<file path="config.mk">
export PLATFORM = sky130hd
export DESIGN_NAME = io_responder
export DESIGN_NICKNAME = d
export VERILOG_FILES = /design/src/rtl/io_responder.sv
export SDC_FILE = /design/constraint.sdc
export NUM_CORES = 1
export LEC_CHECK = 0
export ABC_AREA = 1
export BUFFER_PORTS_ARGS = -buffer_cell sky130_fd_sc_hd__buf_2
export CORE_MARGIN = 2
export CORE_UTILIZATION = 50
export DETAILED_ROUTE_END_ITERATION = 10
export PLACE_DENSITY_LB_ADDON = 0.08
export SLEW_MARGIN = 10
export SYNTH_ARGS = -nofsm -noshare
export SYNTH_HDL_FRONTEND = slang
export SYNTH_SLANG_ARGS = --single-unit
</file>
<file path="constraint.sdc">
create_clock -name clk -period 3.1 [get_ports clk]
set_input_delay 0.465 -clock clk [delete_from_list [all_inputs] [get_ports clk]]
set_output_delay 0.465 -clock clk [all_outputs]
set_load 0.05 [all_outputs]
</file>
<file path="src/rtl/io_responder.sv">
// io_responder
//
// Memory-mapped peripheral responder for a 64-byte window starting at
// BASE_ADDR. It provides an LED output register, a synchronized switch
// input register, and a down-counting timer. The timer has one-shot and
// auto-reload modes and a level interrupt.
//
// Register map (byte offset from BASE_ADDR, io_addr[1:0] ignored):
//   0x00 LED    RW  bits [15:0] drive led
//   0x04 SW     RO  synchronized switches in bits [15:0]
//   0x08 CTRL   RW  bit0 EN, bit1 AUTO, bit2 IE
//   0x0C LOAD   RW  reload value
//   0x10 COUNT  RO  current timer value
//   0x14 STATUS W1C bit0 EXP
//
// Ports:
//   clk       system clock, rising edge
//   rst_n     asynchronous active-low reset
//   io_addr   byte address from the CPU-side decoder
//   io_we     write strobe, sampled at the rising edge
//   io_wdata  write data
//   io_rdata  read data, combinational from io_addr
//   sw        board switches (asynchronous to clk)
//   led       board LEDs
//   irq       timer interrupt, level (EXP & IE)
module io_responder #(
    parameter logic [31:0] BASE_ADDR = 32'hFFFF_FC00
) (
    input  logic        clk,
    input  logic        rst_n,
    input  logic [31:0] io_addr,
    input  logic        io_we,
    input  logic [31:0] io_wdata,
    output logic [31:0] io_rdata,
    input  logic [15:0] sw,
    output logic [15:0] led,
    output logic        irq
);

    typedef enum logic [1:0] {
        IDLE = 2'd0,
        RUN  = 2'd1,
        DONE = 2'd2
    } state_e;

    state_e      state_q, state_d;
    logic [15:0] led_q, led_d;
    logic [15:0] sw_meta_q, sw_meta_d;
    logic [15:0] sw_sync_q, sw_sync_d;
    logic [2:0]  ctrl_q, ctrl_d;
    logic [31:0] load_q, load_d;
    logic [31:0] count_q, count_d;
    logic        exp_q, exp_d;

    logic [31:0] offset;
    logic        in_window;
    logic [3:0]  reg_sel;
    logic        wr_led, wr_ctrl, wr_load, wr_status;
    logic        expire;

    // The subtraction wraps, so addresses below BASE_ADDR land far above
    // 0x3F and fall out of the window.
    assign offset    = io_addr - BASE_ADDR;
    assign in_window = (offset < 32'h0000_0040);
    assign reg_sel   = offset[5:2];

    assign wr_led    = io_we && in_window && (reg_sel == 4'h0);
    assign wr_ctrl   = io_we && in_window && (reg_sel == 4'h2);
    assign wr_load   = io_we && in_window && (reg_sel == 4'h3);
    assign wr_status = io_we && in_window && (reg_sel == 4'h5);

    assign led = led_q;
    assign irq = exp_q & ctrl_q[2];

    // Zero-wait-state read mux. Reads have no side effects.
    always_comb begin
        io_rdata = 32'h0;
        if (in_window) begin
            case (reg_sel)
                4'h0:    io_rdata = {16'h0, led_q};
                4'h1:    io_rdata = {16'h0, sw_sync_q};
                4'h2:    io_rdata = {29'h0, ctrl_q};
                4'h3:    io_rdata = load_q;
                4'h4:    io_rdata = count_q;
                4'h5:    io_rdata = {31'h0, exp_q};
                default: io_rdata = 32'h0;
            endcase
        end
    end

    // Next-state logic for registers and the timer FSM. Priority order:
    // the timer runs first, then an expiry sets EXP over any same-edge
    // clear, and a CTRL write finally overrides the timer's state/count
    // (enable restarts from LOAD, disable freezes COUNT where it is).
    always_comb begin
        state_d   = state_q;
        led_d     = led_q;
        sw_meta_d = sw;
        sw_sync_d = sw_meta_q;
        ctrl_d    = ctrl_q;
        load_d    = load_q;
        count_d   = count_q;
        exp_d     = exp_q;
        expire    = 1'b0;

        if (wr_led) begin
            led_d = io_wdata[15:0];
        end
        if (wr_load) begin
            load_d = io_wdata;
        end
        if (wr_status && io_wdata[0]) begin
            exp_d = 1'b0;
        end

        case (state_q)
            RUN: begin
                if (count_q != 32'h0) begin
                    count_d = count_q - 32'h1;
                end else begin
                    expire = 1'b1;
                    if (ctrl_q[1]) begin
                        count_d = load_q;
                    end else begin
                        state_d   = DONE;
                        ctrl_d[0] = 1'b0;
                    end
                end
            end
            default: begin
            end
        endcase

        if (expire) begin
            exp_d = 1'b1;
        end

        if (wr_ctrl) begin
            ctrl_d = io_wdata[2:0];
            if (io_wdata[0]) begin
                state_d = RUN;
                count_d = load_q;
            end else begin
                state_d = IDLE;
                count_d = count_q;
            end
        end
    end

    always_ff @(posedge clk or negedge rst_n) begin
        if (!rst_n) begin
            state_q   <= IDLE;
            led_q     <= 16'h0;
            sw_meta_q <= 16'h0;
            sw_sync_q <= 16'h0;
            ctrl_q    <= 3'h0;
            load_q    <= 32'h0;
            count_q   <= 32'h0;
            exp_q     <= 1'b0;
        end else begin
            state_q   <= state_d;
            led_q     <= led_d;
            sw_meta_q <= sw_meta_d;
            sw_sync_q <= sw_sync_d;
            ctrl_q    <= ctrl_d;
            load_q    <= load_d;
            count_q   <= count_d;
            exp_q     <= exp_d;
        end
    end

endmodule

</file>
==> results of run 1 <==
worst max-delay path by stage:
| stage | cells past startpoint | from | slack (ps) | endpoint |
|---|---|---|---|---|
| floorplan | 13 | io_addr[13] | 40 | io_rdata[12] |
| detailed placement | 17 | io_addr[13] | 200 | load_q[27] |
| global route | 13 | io_addr[12] | 2 | io_rdata[13] |
| finish | 15 | io_addr[13] | 220 | io_rdata[12] |
| global placement | 17 | io_addr[13] | 210 | led[6] |
| CTS | 15 | io_addr[13] | 200 | io_rdata[1] |
cells by family after synthesis:
group,Yosys count,share of synthesized area (%)
flip-flops,117,40.95
buffers and inverters,174,9.748
XOR/XNOR,20,2.450
AO/OA/AOI/OAI,158,12.04
adder cells (fa/ha/maj),2,0.3500
AND/OR/NAND/NOR,579,34.46
per-layer routing:
metal	routed length [µm]	track usage, %	vias up
met3	1384	5.769	28
met1	9227	38.55	3339
met5	0	0	-
met2	9357	46.29	263
met4	353	9.517	0
li1	-	-	3639
metrics by stage:
stage	worst slack, ps	hold slack, ps
after floorplan	42.81	169.4
after global placement	206.8	331.4
after detailed placement	201.0	334.7
after CTS	201.8	126.9
after global routing	1.928	121.2
final	224.2	126.5
cells in the mapped netlist, drive strengths merged, types with 6 or more instances:
cell	n	area, µm²
nand2	341	1290
inv	125	469.2
dfrtp	117	2928
nor2	112	457.9
o21ai	97	485.5
nand3	68	340.3
nand4	45	296.5
clkbuf	28	105.1
a21oi	26	130.1
buf	21	122.6
o22ai	21	131.4
xor2	14	122.6
nor3	11	65.06
a221oi	9	78.83
xnor2	6	52.55
layout make-up:
cell class	count	area (µm²)
inverter	125	469.2
fill	1306	5309
clock buffer	20	466.7
tap	180	225.2
timing repair buffer	156	883.3
sequential	117	2928
multi-input combinational	759	3533
clock inverter	12	120.1
state kept, by name, summed over array words and instances (netlist names):
register	flops
ctrl_q	3
exp_q	1
count_q	32
load_q	32
sw_meta_q	16
led	16
sw_sync_q	16
state_q	1
where the power goes:
group,leakage [nW],internal [mW],switching (mW),total (mW)
Clock,0.284,1.18,0.760,1.94
Sequential,1.39,1.55,0.00571,1.55
Combinational,3.02,0.0647,0.124,0.189
worst register-to-register path: stages, from the launching register on:
cell and delay (ps):
dfrtp_1 420, inv_1 140, ha_1 220, nand2_1 130, nor3_2 440, nand4_1 310
o21ai_0 240, nand3_1 130, o21ai_0 100, nand2_1 70, nand2_1 80, nand2_1 50
nand2_1 60
==> reports/qor.yml, run 1 <==
worst_setup_path:
  required_ps: 2630
  critical-path-top-delay-family: "simple AND/OR/NAND/NOR gates"
  endpoint_kind: "output pin"
  crit_arrival_ps: 2410
  crit_fanout: 16
  r2r_cells: 12
  worstPathCellList: "buf_2 > nand2_1 > nor2_2 > nand2_1 > nor2_1 > nand2_1 > nand2_1 > nand2_1 > nor2_1 > nand3_1 > nor2_4 > nand2_1 > buf_4 > a21oi_1 > buf_2"
  slowest_delay_ps: 280
  path_class: "primary input to output pin"
  worst-path-buf-inv: 3
  cp_common_cell: "nand2_1"
  crit_path_start_kind: "primary input"
  timing.rr.end: "count_q[26]"
  timing.rr.start: "count_q[0]"
  ff2ff_setup_slack_ps: 640
  critical_path.slowest_cell: "buf_2"
grt:
  antenna_found_initial: 0
  grt_pass1_vias: 6963
  grt_max_degree: 60
  overflow: 0
  grt_use_total_pct: 28.61
  grt_pass1_wl_mm: 33.83
sta:
  tightest_slew_ps: 793.0
  fmax_ghz: 0.3477
  fin_tns_setup_ps: 0
  finalCritPeriodShare_pct: 92.77
  period_needed_ps: 2876
  fin_worst_skew_ps: 6.982
  maxSlewHeadroom_pct: 47.13
  finalHoldViolations: 0
  setup_viol: 0
  rsz0062_at_grt: "false"
  drv_slew: 0
synthesis:
  yosys_warnings: 0
  synthesis.area_um2: 7149
  syn_nets: 1135
  synth_edf_count: 0
  syn_area_per_cell_um2: 6.809
  synthArstFlopShare_pct: 100.0
  synth_cell_type_count: 30
  yosys_register_bits: 117
  ys_seq_area_share_pct: 40.95
  synthCells: 1050
  synth_top_flop_cell: "dfrtp_1"
routing:
  viasPerCell: 5.310
  dr.pass1.iters: 6
  via_count: 7269
  drcViolationCount: 0
  wl_per_cell_um: 14.85
  drt-initial-drc-count: 634
  ant_nets: 0
  wirelength_mm: 20.32
clock_network:
  post_cts_resized: 0
  htreeDepth: 4
  hold_buffers: 0
  cts.sinks: 117
  cts_tree: "done"
  post-cts-setup-buffers: 0
  cts_root_buf: "clkbuf_16"
  clkLatencyLatePin_ps: 420
  clkTransAtPathRegs_ps: 60
  cts_buffers: 17
  clock_path_buffers: 2
layout:
  finalNonFillerCells: 1369
  antenna_cells: 0
  fin_area_um2: 8626
  finish.net_count: 1261
  mostFrequentLayoutCells: "339 x nand2_1, 125 x buf_2, 124 x inv_1"
  syn2layout_area_growth_pct: 20.65
  drive_gt1_share_pct: 16.99
  layout_commonest_cell: "nand2_1"
  post-route-util_pct: 61.90
die:
  coreArea_um2: 13930
  start_util_pct: 51.31
  io_pins: 132
  row_count: 43
  die_area_um2: 15270
  die_h_um: 123.6
  die_w_um: 123.6
place:
  port_buffers: 129
  placed_area_um2: 8029
  dp.cells: 1337
  place.gp.congestion: 0.9051
  dp_hpwl_mm: 14.18
power_and_ir_drop:
  power.density_nw_per_um2: 426.7
  irDropWorstVdd_v: 0.0004072
  power_mw: 3.681
  p_leak_nw: 4.697
outcome:
  status: "complete, no violations"
worst_hold_path:
  hp-class: "primary input to asynchronous set/reset pin"
job:
  cap_viol_max_count: 0
No activity file was read; power rests on OpenSTA's default activity.
==> run 2: changes to the inputs <==
CORE_MARGIN = 4   (was 2)
==> run 2 against run 1 <==
Sequential share of layout area shrank 0.054 points. Utilization is 0.099 points higher. Via count is 1.3% higher. Combinational power about the same. Non-clock buffer count grew 2. Critical path depth is the same. Fmax increased by 0.56%. Clock skew grew 2.1 ps. Register-to-register slack improved by 110 ps. Count of clock-buffer cells in the layout rose by 2. Clock power rose by 3%. Worst hold slack worse by 110 ps.
==> reports/qor.yml, run 2 (synthesis gave the netlist of run 1 again) <==
grt:
  overflow: 0  # unchanged
  grt_use_total_pct: 26.00  # -2.6 points
  antenna_found_initial: 0  # unchanged
  grt_max_degree: 68  # +13%
  grt_pass1_vias: 7101  # +2.0%
  grt_pass1_wl_mm: 34.21  # +1.1%
layout:
  fin_area_um2: 8640  # +0.16%
  largestRegisters: "count_q x32, load_q x32"
  post-route-util_pct: 62.00  # +0.099 points
  regArea_um2: 2928  # unchanged
  mostFrequentLayoutCells: "339 x nand2_1, 128 x buf_2, 124 x inv_1"
  nFillCells: 1347  # +3.1%
  antenna_cells: 0  # unchanged
  finish.net_count: 1263  # +0.16%
  drive_gt1_share_pct: 16.88  # -0.11 points
  syn2layout_area_growth_pct: 20.84
  multiInputGateArea_um2: 3531  # about the same
  layout_commonest_cell: "nand2_1"
  finalNonFillerCells: 1371  # +0.15%
sta:
  finalCritPeriodShare_pct: 92.25  # -0.52 points
  drv_slew: 0  # unchanged
  finalHoldViolations: 0  # unchanged
  setup_viol: 0  # unchanged
  fin_worst_skew_ps: 9.088  # +2.106 ps
  tightest_slew_ps: 594.2  # -198.8 ps
  period_needed_ps: 2860  # -16.10 ps
  fmax_ghz: 0.3497  # +0.56%
  fin_tns_setup_ps: 0  # unchanged
  maxSlewHeadroom_pct: 60.34  # +13 points
  fin_ws_ps: 240.3  # +16.10 ps
  rsz0062_at_grt: "false"
clock_network:
  cts_root_buf: "clkbuf_16"
  clkTransAtPathRegs_ps: 50  # about the same
  cts.sinks: 117  # unchanged
  post-cts-setup-buffers: 0  # unchanged
  cts_tree: "done"
  clkLatencyLatePin_ps: 420  # about the same
  htreeDepth: 4  # unchanged
  post_cts_resized: 0  # unchanged
  hold_buffers: 0  # unchanged
  clock_path_buffers: 2  # unchanged
  cts_buffers: 17  # unchanged
die:
  die_h_um: 127.6  # +3.2%
  die_area_um2: 16280  # +6.6%
  row_count: 43  # unchanged
  start_util_pct: 51.31  # unchanged
  die_w_um: 127.6  # +3.2%
  coreArea_um2: 13930  # unchanged
  io_pins: 132  # unchanged
place:
  place.gp.congestion: 0.8837  # -2.4%
  dp_hpwl_mm: 14.30  # +0.84%
  port_buffers: 129  # unchanged
  dp.cells: 1339  # +0.15%
  placed_area_um2: 8044  # +0.19%
  pre_cts_ws_ps: 246.4  # +45.33 ps
worst_setup_path:
  r2r_cells: 12  # unchanged
  required_ps: 2630  # about the same
  crit_start: "io_addr[13]"
  crit_path_start_kind: "primary input"
  ff2ff_setup_slack_ps: 750  # +110 ps
  crit_arrival_ps: 2390  # -20 ps
  crit_fanout: 16  # unchanged
  timing.rr.start: "count_q[0]"
  endpoint: "io_rdata[1]"
  endpoint_kind: "output pin"
  timing.rr.end: "count_q[22]"
  path_class: "primary input to output pin"
routing:
  drcViolationCount: 0  # unchanged
  wirelength_mm: 20.55  # +1.1%
  dr.pass1.iters: 5  # -1
  viasPerCell: 5.368  # +1.1%
  drt-initial-drc-count: 601  # -5.2%
  via_count: 7360  # +1.3%
  ant_nets: 0  # unchanged
  wl_per_cell_um: 14.99  # +0.97%
outcome:
  status: "complete, no violations"
worst_hold_path:
  hp-class: "primary input to asynchronous set/reset pin"
power_and_ir_drop:
  power.density_nw_per_um2: 431.6  # +1.1%
  p_leak_nw: 4.704  # +0.14%
  irDropWorstVdd_v: 0.0004192  # +2.9%
job:
  cap_viol_max_count: 0  # unchanged
[run 2: layout make-up]
cell class	instances	area share [%]
clock buffers	22	5.489
inverters	125	5.431
flip-flops and latches	117	33.89
well taps	180	2.607
repair buffers	158	10.31
clock inverters	10	1.405
multi-input cells	759	40.87
[run 2: critical path: stages]
cell,delay [ps]
buf_2,80
nand2_1,50
nor2_2,190
nand2_1,130
inv_1,70
nand2_1,80
nand2_1,70
nand2_1,50
nor2_1,150
nand3_1,140
nor2_4,130
nand2_1,80
buf_4,210
a31oi_1,190
buf_2,290
[run 2: metrics by stage]
stage	hold slack (ps)	power [mW]
2_1_floorplan	169.4	1.645
3_3_place_gp	332.3	1.769
3_5_place_dp	334.7	1.770
4_1_cts	13.10	3.749
5_1_grt	27.94	3.852
6_report	12.85	3.729
[run 2: routing by layer]
metal  share of wire, %  wire length (µm)  GRT usage (%)  vias to the layer above
li1                   -                 -              -                     3652
met2                 47              9651          42.52                      258
met5                  0                 0              0                        -
met4                1.8               376          7.303                        0
met1                 44              9075          34.99                     3417
met3                7.0              1448          5.727                       33
[run 2: worst min path at each step]
stage / end / slack [ps] / startpoint
floorplan: count_q[0] / 170 / rst_n
global placement: sw_sync_q[7] / 330 / sw_meta_q[7]
detailed placement: sw_sync_q[12] / 330 / sw_meta_q[12]
CTS: sw_meta_q[0] / 10 / rst_n
global route: sw_meta_q[0] / 30 / rst_n
finish: sw_meta_q[0] / 10 / rst_n
[run 2: where the power goes]
group / switching [mW] / total (mW) / internal, mW / leakage [nW]
Sequential: 0.00598 / 1.56 / 1.55 / 1.39
Clock: 0.734 / 1.99 / 1.25 / 0.279
Combinational: 0.124 / 0.189 / 0.0650 / 3.04
Total: 0.864 / 3.73 / 2.86 / 4.70
